File: src/rtl/alu_pkg.sv
// alu_pkg: shared definitions for the multi-cycle ALU.
//   - opcode width and opcode constants (ADD..XOR; codes 6 and 7 are invalid)
//   - handshake FSM state encoding
package alu_pkg;

  localparam int OP_W = 3;

  localparam logic [OP_W-1:0] OP_ADD = 3'd0;
  localparam logic [OP_W-1:0] OP_SUB = 3'd1;
  localparam logic [OP_W-1:0] OP_MUL = 3'd2;
  localparam logic [OP_W-1:0] OP_AND = 3'd3;
  localparam logic [OP_W-1:0] OP_OR  = 3'd4;
  localparam logic [OP_W-1:0] OP_XOR = 3'd5;

  typedef enum logic [1:0] {
    ST_IDLE = 2'd0,
    ST_MUL  = 2'd1,
    ST_DONE = 2'd2
  } state_e;

endpackage

File: src/rtl/alu_mul_seq.sv
// alu_mul_seq: iterative unsigned shift-add multiplier, one partial-product
// step per clock.
// Ports:
//   clk, rst_n      clock / asynchronous active-low reset
//   start           load operands a and b (ignored while not idle by caller)
//   a, b            WIDTH-bit unsigned operands
//   done            high during the cycle whose edge performs the last step
//   product         value the accumulator takes on that last step; the
//                   caller registers it on the edge where done is high
module alu_mul_seq
  import alu_pkg::*;
#(
  parameter int WIDTH = 8
) (
  input  logic               clk,
  input  logic               rst_n,
  input  logic               start,
  input  logic [WIDTH-1:0]   a,
  input  logic [WIDTH-1:0]   b,
  output logic               done,
  output logic [2*WIDTH-1:0] product
);

  // $clog2(WIDTH) bits always hold WIDTH-1 without wrapping for WIDTH >= 2.
  localparam int CNT_W = $clog2(WIDTH);

  logic               busy_r;
  logic [CNT_W-1:0]   cnt_r;
  logic [2*WIDTH-1:0] mcand_r;
  logic [WIDTH-1:0]   mplier_r;
  logic [2*WIDTH-1:0] acc_r;
  logic [2*WIDTH-1:0] step_sum_s;
  logic               last_s;

  // Partial-product accumulation and last-step detection.
  always_comb begin
    step_sum_s = acc_r;
    if (mplier_r[0]) begin
      step_sum_s = acc_r + mcand_r;
    end else begin
      step_sum_s = acc_r;
    end
    last_s = busy_r && (cnt_r == CNT_W'(WIDTH - 1));
  end

  assign done    = last_s;
  assign product = step_sum_s;

  // Operand load on start, then one shift-add step per edge while busy.
  always_ff @(posedge clk or negedge rst_n) begin
    if (!rst_n) begin
      busy_r   <= 1'b0;
      cnt_r    <= '0;
      mcand_r  <= '0;
      mplier_r <= '0;
      acc_r    <= '0;
    end else if (start) begin
      busy_r   <= 1'b1;
      cnt_r    <= '0;
      mcand_r  <= {{WIDTH{1'b0}}, a};
      mplier_r <= b;
      acc_r    <= '0;
    end else if (busy_r) begin
      acc_r    <= step_sum_s;
      mcand_r  <= {mcand_r[2*WIDTH-2:0], 1'b0};
      mplier_r <= {1'b0, mplier_r[WIDTH-1:1]};
      if (last_s) begin
        busy_r <= 1'b0;
        cnt_r  <= '0;
      end else begin
        busy_r <= 1'b1;
        cnt_r  <= cnt_r + CNT_W'(1);
      end
    end else begin
      busy_r <= 1'b0;
    end
  end

endmodule

File: src/rtl/alu_mc.sv
// alu_mc: multi-cycle ALU with valid/ready handshakes on both sides.
// One operation in flight. ADD/SUB/AND/OR/XOR and invalid opcodes resolve on
// the accept edge; MUL runs WIDTH shift-add steps in alu_mul_seq.
// Ports:
//   clk, rst_n             clock / asynchronous active-low reset
//   in_valid, in_ready     operand handshake (in_ready high only in IDLE)
//   op, x, z               opcode and WIDTH-bit unsigned operands
//   out_valid, out_ready   result handshake (out_valid high only in DONE)
//   y                      2*WIDTH-bit result
//   out_err                invalid opcode flag, qualifies y
module alu_mc
  import alu_pkg::*;
#(
  parameter int WIDTH = 8
) (
  input  logic               clk,
  input  logic               rst_n,
  input  logic               in_valid,
  output logic               in_ready,
  input  logic [OP_W-1:0]    op,
  input  logic [WIDTH-1:0]   x,
  input  logic [WIDTH-1:0]   z,
  output logic               out_valid,
  input  logic               out_ready,
  output logic [2*WIDTH-1:0] y,
  output logic               out_err
);

  state_e             state_r;
  state_e             state_d;
  logic [2*WIDTH-1:0] y_r;
  logic [2*WIDTH-1:0] y_d;
  logic               err_r;
  logic               err_d;
  logic [2*WIDTH-1:0] res_s;
  logic               res_err_s;
  logic               mul_start_s;
  logic               mul_done_s;
  logic [2*WIDTH-1:0] mul_prod_s;

  alu_mul_seq #(
    .WIDTH (WIDTH)
  ) u_mul (
    .clk     (clk),
    .rst_n   (rst_n),
    .start   (mul_start_s),
    .a       (x),
    .b       (z),
    .done    (mul_done_s),
    .product (mul_prod_s)
  );

  // Single-cycle op decode. ADD/SUB use a WIDTH+1 bit result so bit WIDTH
  // is the carry, or for SUB the borrow (two's-complement wrap of x-z).
  always_comb begin
    res_s     = '0;
    res_err_s = 1'b0;
    case (op)
      OP_ADD: res_s = {{(WIDTH-1){1'b0}}, ({1'b0, x} + {1'b0, z})};
      OP_SUB: res_s = {{(WIDTH-1){1'b0}}, ({1'b0, x} - {1'b0, z})};
      OP_MUL: res_s = '0;
      OP_AND: res_s = {{WIDTH{1'b0}}, (x & z)};
      OP_OR:  res_s = {{WIDTH{1'b0}}, (x | z)};
      OP_XOR: res_s = {{WIDTH{1'b0}}, (x ^ z)};
      default: begin
        res_s     = '0;
        res_err_s = 1'b1;
      end
    endcase
  end

  // Handshake FSM next state and result-register load selection.
  always_comb begin
    state_d     = state_r;
    y_d         = y_r;
    err_d       = err_r;
    mul_start_s = 1'b0;
    case (state_r)
      ST_IDLE: begin
        if (in_valid) begin
          if (op == OP_MUL) begin
            state_d     = ST_MUL;
            mul_start_s = 1'b1;
          end else begin
            state_d = ST_DONE;
            y_d     = res_s;
            err_d   = res_err_s;
          end
        end else begin
          state_d = ST_IDLE;
        end
      end
      ST_MUL: begin
        if (mul_done_s) begin
          state_d = ST_DONE;
          y_d     = mul_prod_s;
          err_d   = 1'b0;
        end else begin
          state_d = ST_MUL;
        end
      end
      ST_DONE: begin
        if (out_ready) begin
          state_d = ST_IDLE;
        end else begin
          state_d = ST_DONE;
        end
      end
      default: state_d = ST_IDLE;
    endcase
  end

  // State register.
  always_ff @(posedge clk or negedge rst_n) begin
    if (!rst_n) begin
      state_r <= ST_IDLE;
    end else begin
      state_r <= state_d;
    end
  end

  // Result and error registers; held between loads.
  always_ff @(posedge clk or negedge rst_n) begin
    if (!rst_n) begin
      y_r   <= '0;
      err_r <= 1'b0;
    end else begin
      y_r   <= y_d;
      err_r <= err_d;
    end
  end

  assign in_ready  = (state_r == ST_IDLE);
  assign out_valid = (state_r == ST_DONE);
  assign y         = y_r;
  assign out_err   = err_r;

endmodule

File: config.mk
export PLATFORM = sky130hd
export DESIGN_NAME = alu_mc
export DESIGN_NICKNAME = d
export VERILOG_FILES = /design/src/rtl/alu_pkg.sv /design/src/rtl/alu_mul_seq.sv /design/src/rtl/alu_mc.sv
export SDC_FILE = /design/constraint.sdc
export NUM_CORES = 1
export LEC_CHECK = 0
export ABC_AREA = 1
export ABC_CLOCK_PERIOD_IN_PS = 2220
export BUFFER_PORTS_ARGS = -buffer_cell sky130_fd_sc_hd__buf_2
export CAP_MARGIN = 0
export CORE_MARGIN = 1
export CORE_UTILIZATION = 45
export DETAILED_ROUTE_END_ITERATION = 6
export GPL_ROUTABILITY_DRIVEN = 0
export PLACE_DENSITY = 0.74
export SLEW_MARGIN = 0
export SYNTH_ARGS = -nofsm -noshare
export SYNTH_HDL_FRONTEND = slang
export SYNTH_SLANG_ARGS = --single-unit
File: constraint.sdc
create_clock -name clk -period 2.22 [get_ports clk]
set_clock_uncertainty 0.05 [all_clocks]
set_input_delay 0.444 -clock clk [delete_from_list [all_inputs] [get_ports clk]]
set_output_delay 0.444 -clock clk [all_outputs]
set_load 0.005 [all_outputs]
# Word-level counts from Yosys, hierarchy flattened
# Cells that the tools add are included.
# word_totals
input_bits,23
regBits,63
output_inout_bits,19
# classes
bitwise_logic,3
n_eq_ne,11
reduce_logical,7
n_addsub,4
muxes,31
# ops
operator,n
$mux 16,8
$pmux 9 s5,1
$pmux 16 s2,1
$add 16x16->16,1
$mux 8,2
$mux 1,10
$add 8x8->9,1
$eq 3x3->1 const B,3
$mux 3,3
$sub 8x8->9,1
$and 8x8->8,1
$mux 2,4
$or 8x8->8,1
$xor 8x8->8,1
$eq 3x2->1 const B,2
$ne 2x2->1 const B,3
$pmux 2 s3,1
$reduce_or 5->1,1
$reduce_and 4->1,1
$reduce_bool 2->1,2
$add 3x1->3 const B,1
$eq 3x1->1 const B,1
$logic_not 3->1,1
$eq 2x1->1 const B,1
4 further kinds,4

# Depth between registers and ports, before layout
# depth
depth_word,6
depth_mapped,19
mapped_depth_nobuf,19

# Cells and area by module
# A second synthesis with hierarchy kept.
# hier_totals
hier_cells,663
hier_area_um2,4704.5
# modules_own_cells
module,n_inst,area_each_um2,cells_per_inst
alu_mul_seq,1,2821.5,387
alu_mc,1,1883.1,276

# Least setup slack after synthesis
# No wires, ideal clock.
# synth_path
path_kind,input -> register
start,in z[0]
end,"reg y_r[3], in the netlist y[3]"
setup_slack_ns,-0.179
path_buffers,0
arrival_time_ns,2.233
stages,14
cell_sequence,inv_1 ha_1 or2_2 xor2_1 ha_1 a21oi_1 nand2_1 or2_2 nand3_1 nand3_1 nand2_1 nand2_1 nand2_1 nand2_1
# synth_between
elab_chain_cells,5
# synth_lines
item,line_no,text
start: declaration,alu_mc.sv:22,"input logic [WIDTH-1:0] z,"
$sub 8x8->9 or $add 8x8->9 (tied branches),"alu_mc.sv:60, alu_mc.sv:59",
$pmux 9 s5 (*),alu_mc.sv:58,case (op)
$mux 16 (*),alu_mc.sv:81,if (op == OP_MUL) begin
$mux 16 (*),alu_mc.sv:80,if (in_valid) begin
$pmux 16 s2 (*),alu_mc.sv:78,case (state_r)
end signal: assignment,alu_mc.sv:128,y_r <= y_d;
end: declaration,alu_mc.sv:31,logic [2*WIDTH-1:0] y_r;
# Every way passes the cells marked *; elsewhere a longest branch is shown, timed or not. The select of a mux whose other input is x is not followed.
# A chain may end at the register's enable or synchronous reset.

# Worst setup path after layout
# layout_path
start,in z[0]
end,"reg y_r[4], in the netlist y[4]"
# Same word-level chain as after synthesis.

==> flow_summary.toml <==
[yosys]
async_reset_ff_share_pct = 100
synthFlopType = "dfrtp_1"
yosys-top-cells-area = "dfrtp_1, nand2_1, ha_1, inv_1, nand3_1"
yosysMostFrequentCell = "nand2_1"
yosysSeqAreaShare_pct = 33.7
yosysTopAreaCellShare_pct = 33.7
ys_types = 36
synthTopCellsByCount = "nand2_1, inv_1, nand3_1"
syn-num-nets = 731
syn-cell-area_sq_mm = 0.00468
synth-edff-count = 0
synth-seq-cells = 63
yosysWarnings = 0
synthCells = 664
synth.avg_cell_area_sq_um = 7.05
yosysTopAreaCell = "dfrtp_1"

[grt]
overflow = 0
grt_pass1_wl_microns = 21000
antenna_found_initial = 0
grt_pass1_vias = 4401
grt_max_degree = 47
grt_usage_pct = 24.0

[route]
antenna_left = 0
dr_wl_met3_microns = 722
wl_met1_microns = 5440
routed_wire_length_per_instance_microns = 14.8
dr_wl_met2_microns = 6430
drt_iter0_markers = 284
top_layer = "met4"
drtPass1Iterations = 5
num_vias = 4657
wl_microns = 12900
drc = 0
via_per_inst = 5.32

[sta]
slew_violations = 0
fmax_mhz = 459
worst_pin_slew_ns = 0.504
slew_headroom_pct = 66.4
hold_violations = 10
post-route-min-period_ns = 2.18
setup_violations = 0
whs_ns = -0.0106
timing.final.crit_share_pct = 98.1

[cells_and_area]
antenna_cells = 0
area_growth_pct = 20.0
nets = 804
fin_util_pct = 56.7
drive_above_1_share_pct = 19.0
instances_no_fill = 875
fin_area_sq_mm = 0.00562
fillCellCount = 928

[flow_run]
cap_violations = 0

[worst_setup_path]
cp-start-kind = "primary input"
r2r-end = "u_mul.acc_r[14]"
path_class = "in -> reg"
reg2reg_from = "u_mul.acc_r[0]"
worstPathRequired_ns = 2.40
critical_path_arrival_ns = 2.36
worst_setup_path_end_kind = "flip-flop"
worst-path-max-fanout = 5
reg2reg_setup_slack_ns = 0.14
r2r_cells = 12

[power]
pwr-share-seq_pct = 32.6
switching_share_pct = 44.7
p_comb_share_pct = 49.6
p_leak_nw = 3.13
ir_worst_vdd_mv = 0.525
power.density_mw_per_mm2 = 1000
power_mw = 5.65
p_int_mw = 3.12
pwr-share-clk_pct = 17.9
p_sw_mw = 2.52

[floorplan]
die_area_sq_mm = 0.0108
rows = 36
die_h_microns = 104
ios = 42
initial_utilization_pct = 47.3
coreArea_sq_mm = 0.00991
dieWidth_microns = 104

[clock_tree]
ctsRootBufferMaster = "clkbuf_8"
cts_tree = "yes"
clk_pin_slew_ns = 0.08
clock-sinks = 63
worstSkewPairLatency_ns = 0.35
clockBufferDepth = 2
cts_buffers = 9
cts_htree_levels = 3
hold_buffers = 0

[run_status]
violations = "negative hold slack"
status = "finished with violations"

[placed_design]
hpwlAfterDp_microns = 9520
portBuffers = 41
place_inst = 858
dpl_cell_area_sq_mm = 0.00532

[min_path]
min_path_type = "in -> async"
-- cell type report --
cell class              count  area [sq um]  area share (%)
multi-input cells         477          2760            49.1
inverters                 109           434            7.73
clock buffers              11           131            2.34
repair buffers             77           497            8.84
flip-flops and latches     63          1580            28.1
clock inverters             5          57.6            1.02
well taps                 133           166            2.96
-- power by group through the flow --
| stage | Combinational, mW | Clock, mW | Sequential, mW |
|---|---|---|---|
| after floorplan | 2.00 | 0 | 1.77 |
| after global placement | 2.61 | 0 | 1.83 |
| after detailed placement | 2.72 | 0 | 1.85 |
| after CTS | 2.72 | 1.01 | 1.83 |
| after global routing | 3.17 | 1.06 | 1.88 |
| final | 2.80 | 1.01 | 1.84 |
-- cell usage in the layout (no fill, tap or decap), drive strengths merged --
| cell type | count |
|---|---|
| xnor2 | 1 |
| nor3 | 5 |
| a31oi | 1 |
| nand4 | 2 |
| o211a | 1 |
| o21ai | 27 |
| o2111ai | 1 |
| dfrtp | 63 |
| o21a | 1 |
| a21oi | 22 |
| nand2 | 226 |
| fa | 2 |
| or2 | 12 |
| and2 | 1 |
| o22ai | 11 |
| buf | 77 |
| xor2 | 8 |
| o211ai | 8 |
| inv | 109 |
| ha | 42 |
| a22o | 3 |
| nand3b | 1 |
| clkbuf | 11 |
| nand3 | 70 |
| bufinv | 1 |
| clkinv | 4 |
| o221ai | 10 |
| nor2 | 22 |
-- registers in the layout, indices dropped and copies added, names as in the netlist --
register / cells
out_err: 1
u_mul.mcand_r: 16
u_mul.busy_r: 1
state_r: 2
u_mul.cnt_r: 3
u_mul.mplier_r: 8
y: 16
u_mul.acc_r: 16
-- kinds of logic (layout without fill, tap and decap cells) --
kind of cell,after synthesis,count (layout),share of synthesized area [%]
AOI/OAI and AO/OA,85,85,11.2
buffers and inverters,124,202,10.5
adders and majority gates,44,44,12.1
xor gates and xnor gates,9,9,1.68
DFF,63,63,33.7
and+or+nand+nor,339,339,30.9
-- routing by layer --
| layer | vias to the layer above | global-route usage, % |
|---|---|---|
| li1 | 2290 | - |
| met1 | 2184 | 29.8 |
| met2 | 159 | 41.8 |
| met3 | 24 | 4.20 |
| met4 | 0 | 8.57 |
| met5 | - | 0 |
-- critical path, cell delays in order --
cell	delay, ns
buf_4	0.12
inv_8	0.04
ha_4	0.15
or2_4	0.24
xor2_1	0.14
ha_1	0.33
nand2_1	0.08
inv_1	0.05
nand2_1	0.09
nand3_2	0.10
or2_4	0.26
nand3_2	0.05
nand2_1	0.05
nand2_1	0.06
nand2_1	0.05
nand2_1	0.05
nand2_1	0.05
-- metrics by stage --
| stage | TNS (ns) | worst slack, ns |
|---|---|---|
| after floorplan | -0.0351 | -0.0332 |
| after global placement | -1.91 | -0.319 |
| after detailed placement | -2.30 | -0.369 |
| after CTS | 0 | 0.0172 |
| after global routing | -0.114 | -0.0327 |
| final | 0 | 0.0428 |
-- timing repair --
action,CTS,global route
pin swaps,0,5
endpoints found under the setup margin,1,7
setup buffers,0,1
resized for setup,1,19
-- how the worst max path moves through the flow --
| stage | startpoint | end | slack, ns | cells past startpoint |
|---|---|---|---|---|
| after global routing | z[0] | y[7] | -0.03 | 20 |
| after global placement | z[1] | y[3] | -0.32 | 15 |
| after detailed placement | z[1] | y[7] | -0.37 | 19 |
| after floorplan | z[1] | y[3] | -0.03 | 14 |
| after CTS | z[1] | y[7] | 0.02 | 19 |
| final | z[0] | y[4] | 0.04 | 17 |
Note: power is estimated with default switching activity, not from simulation.
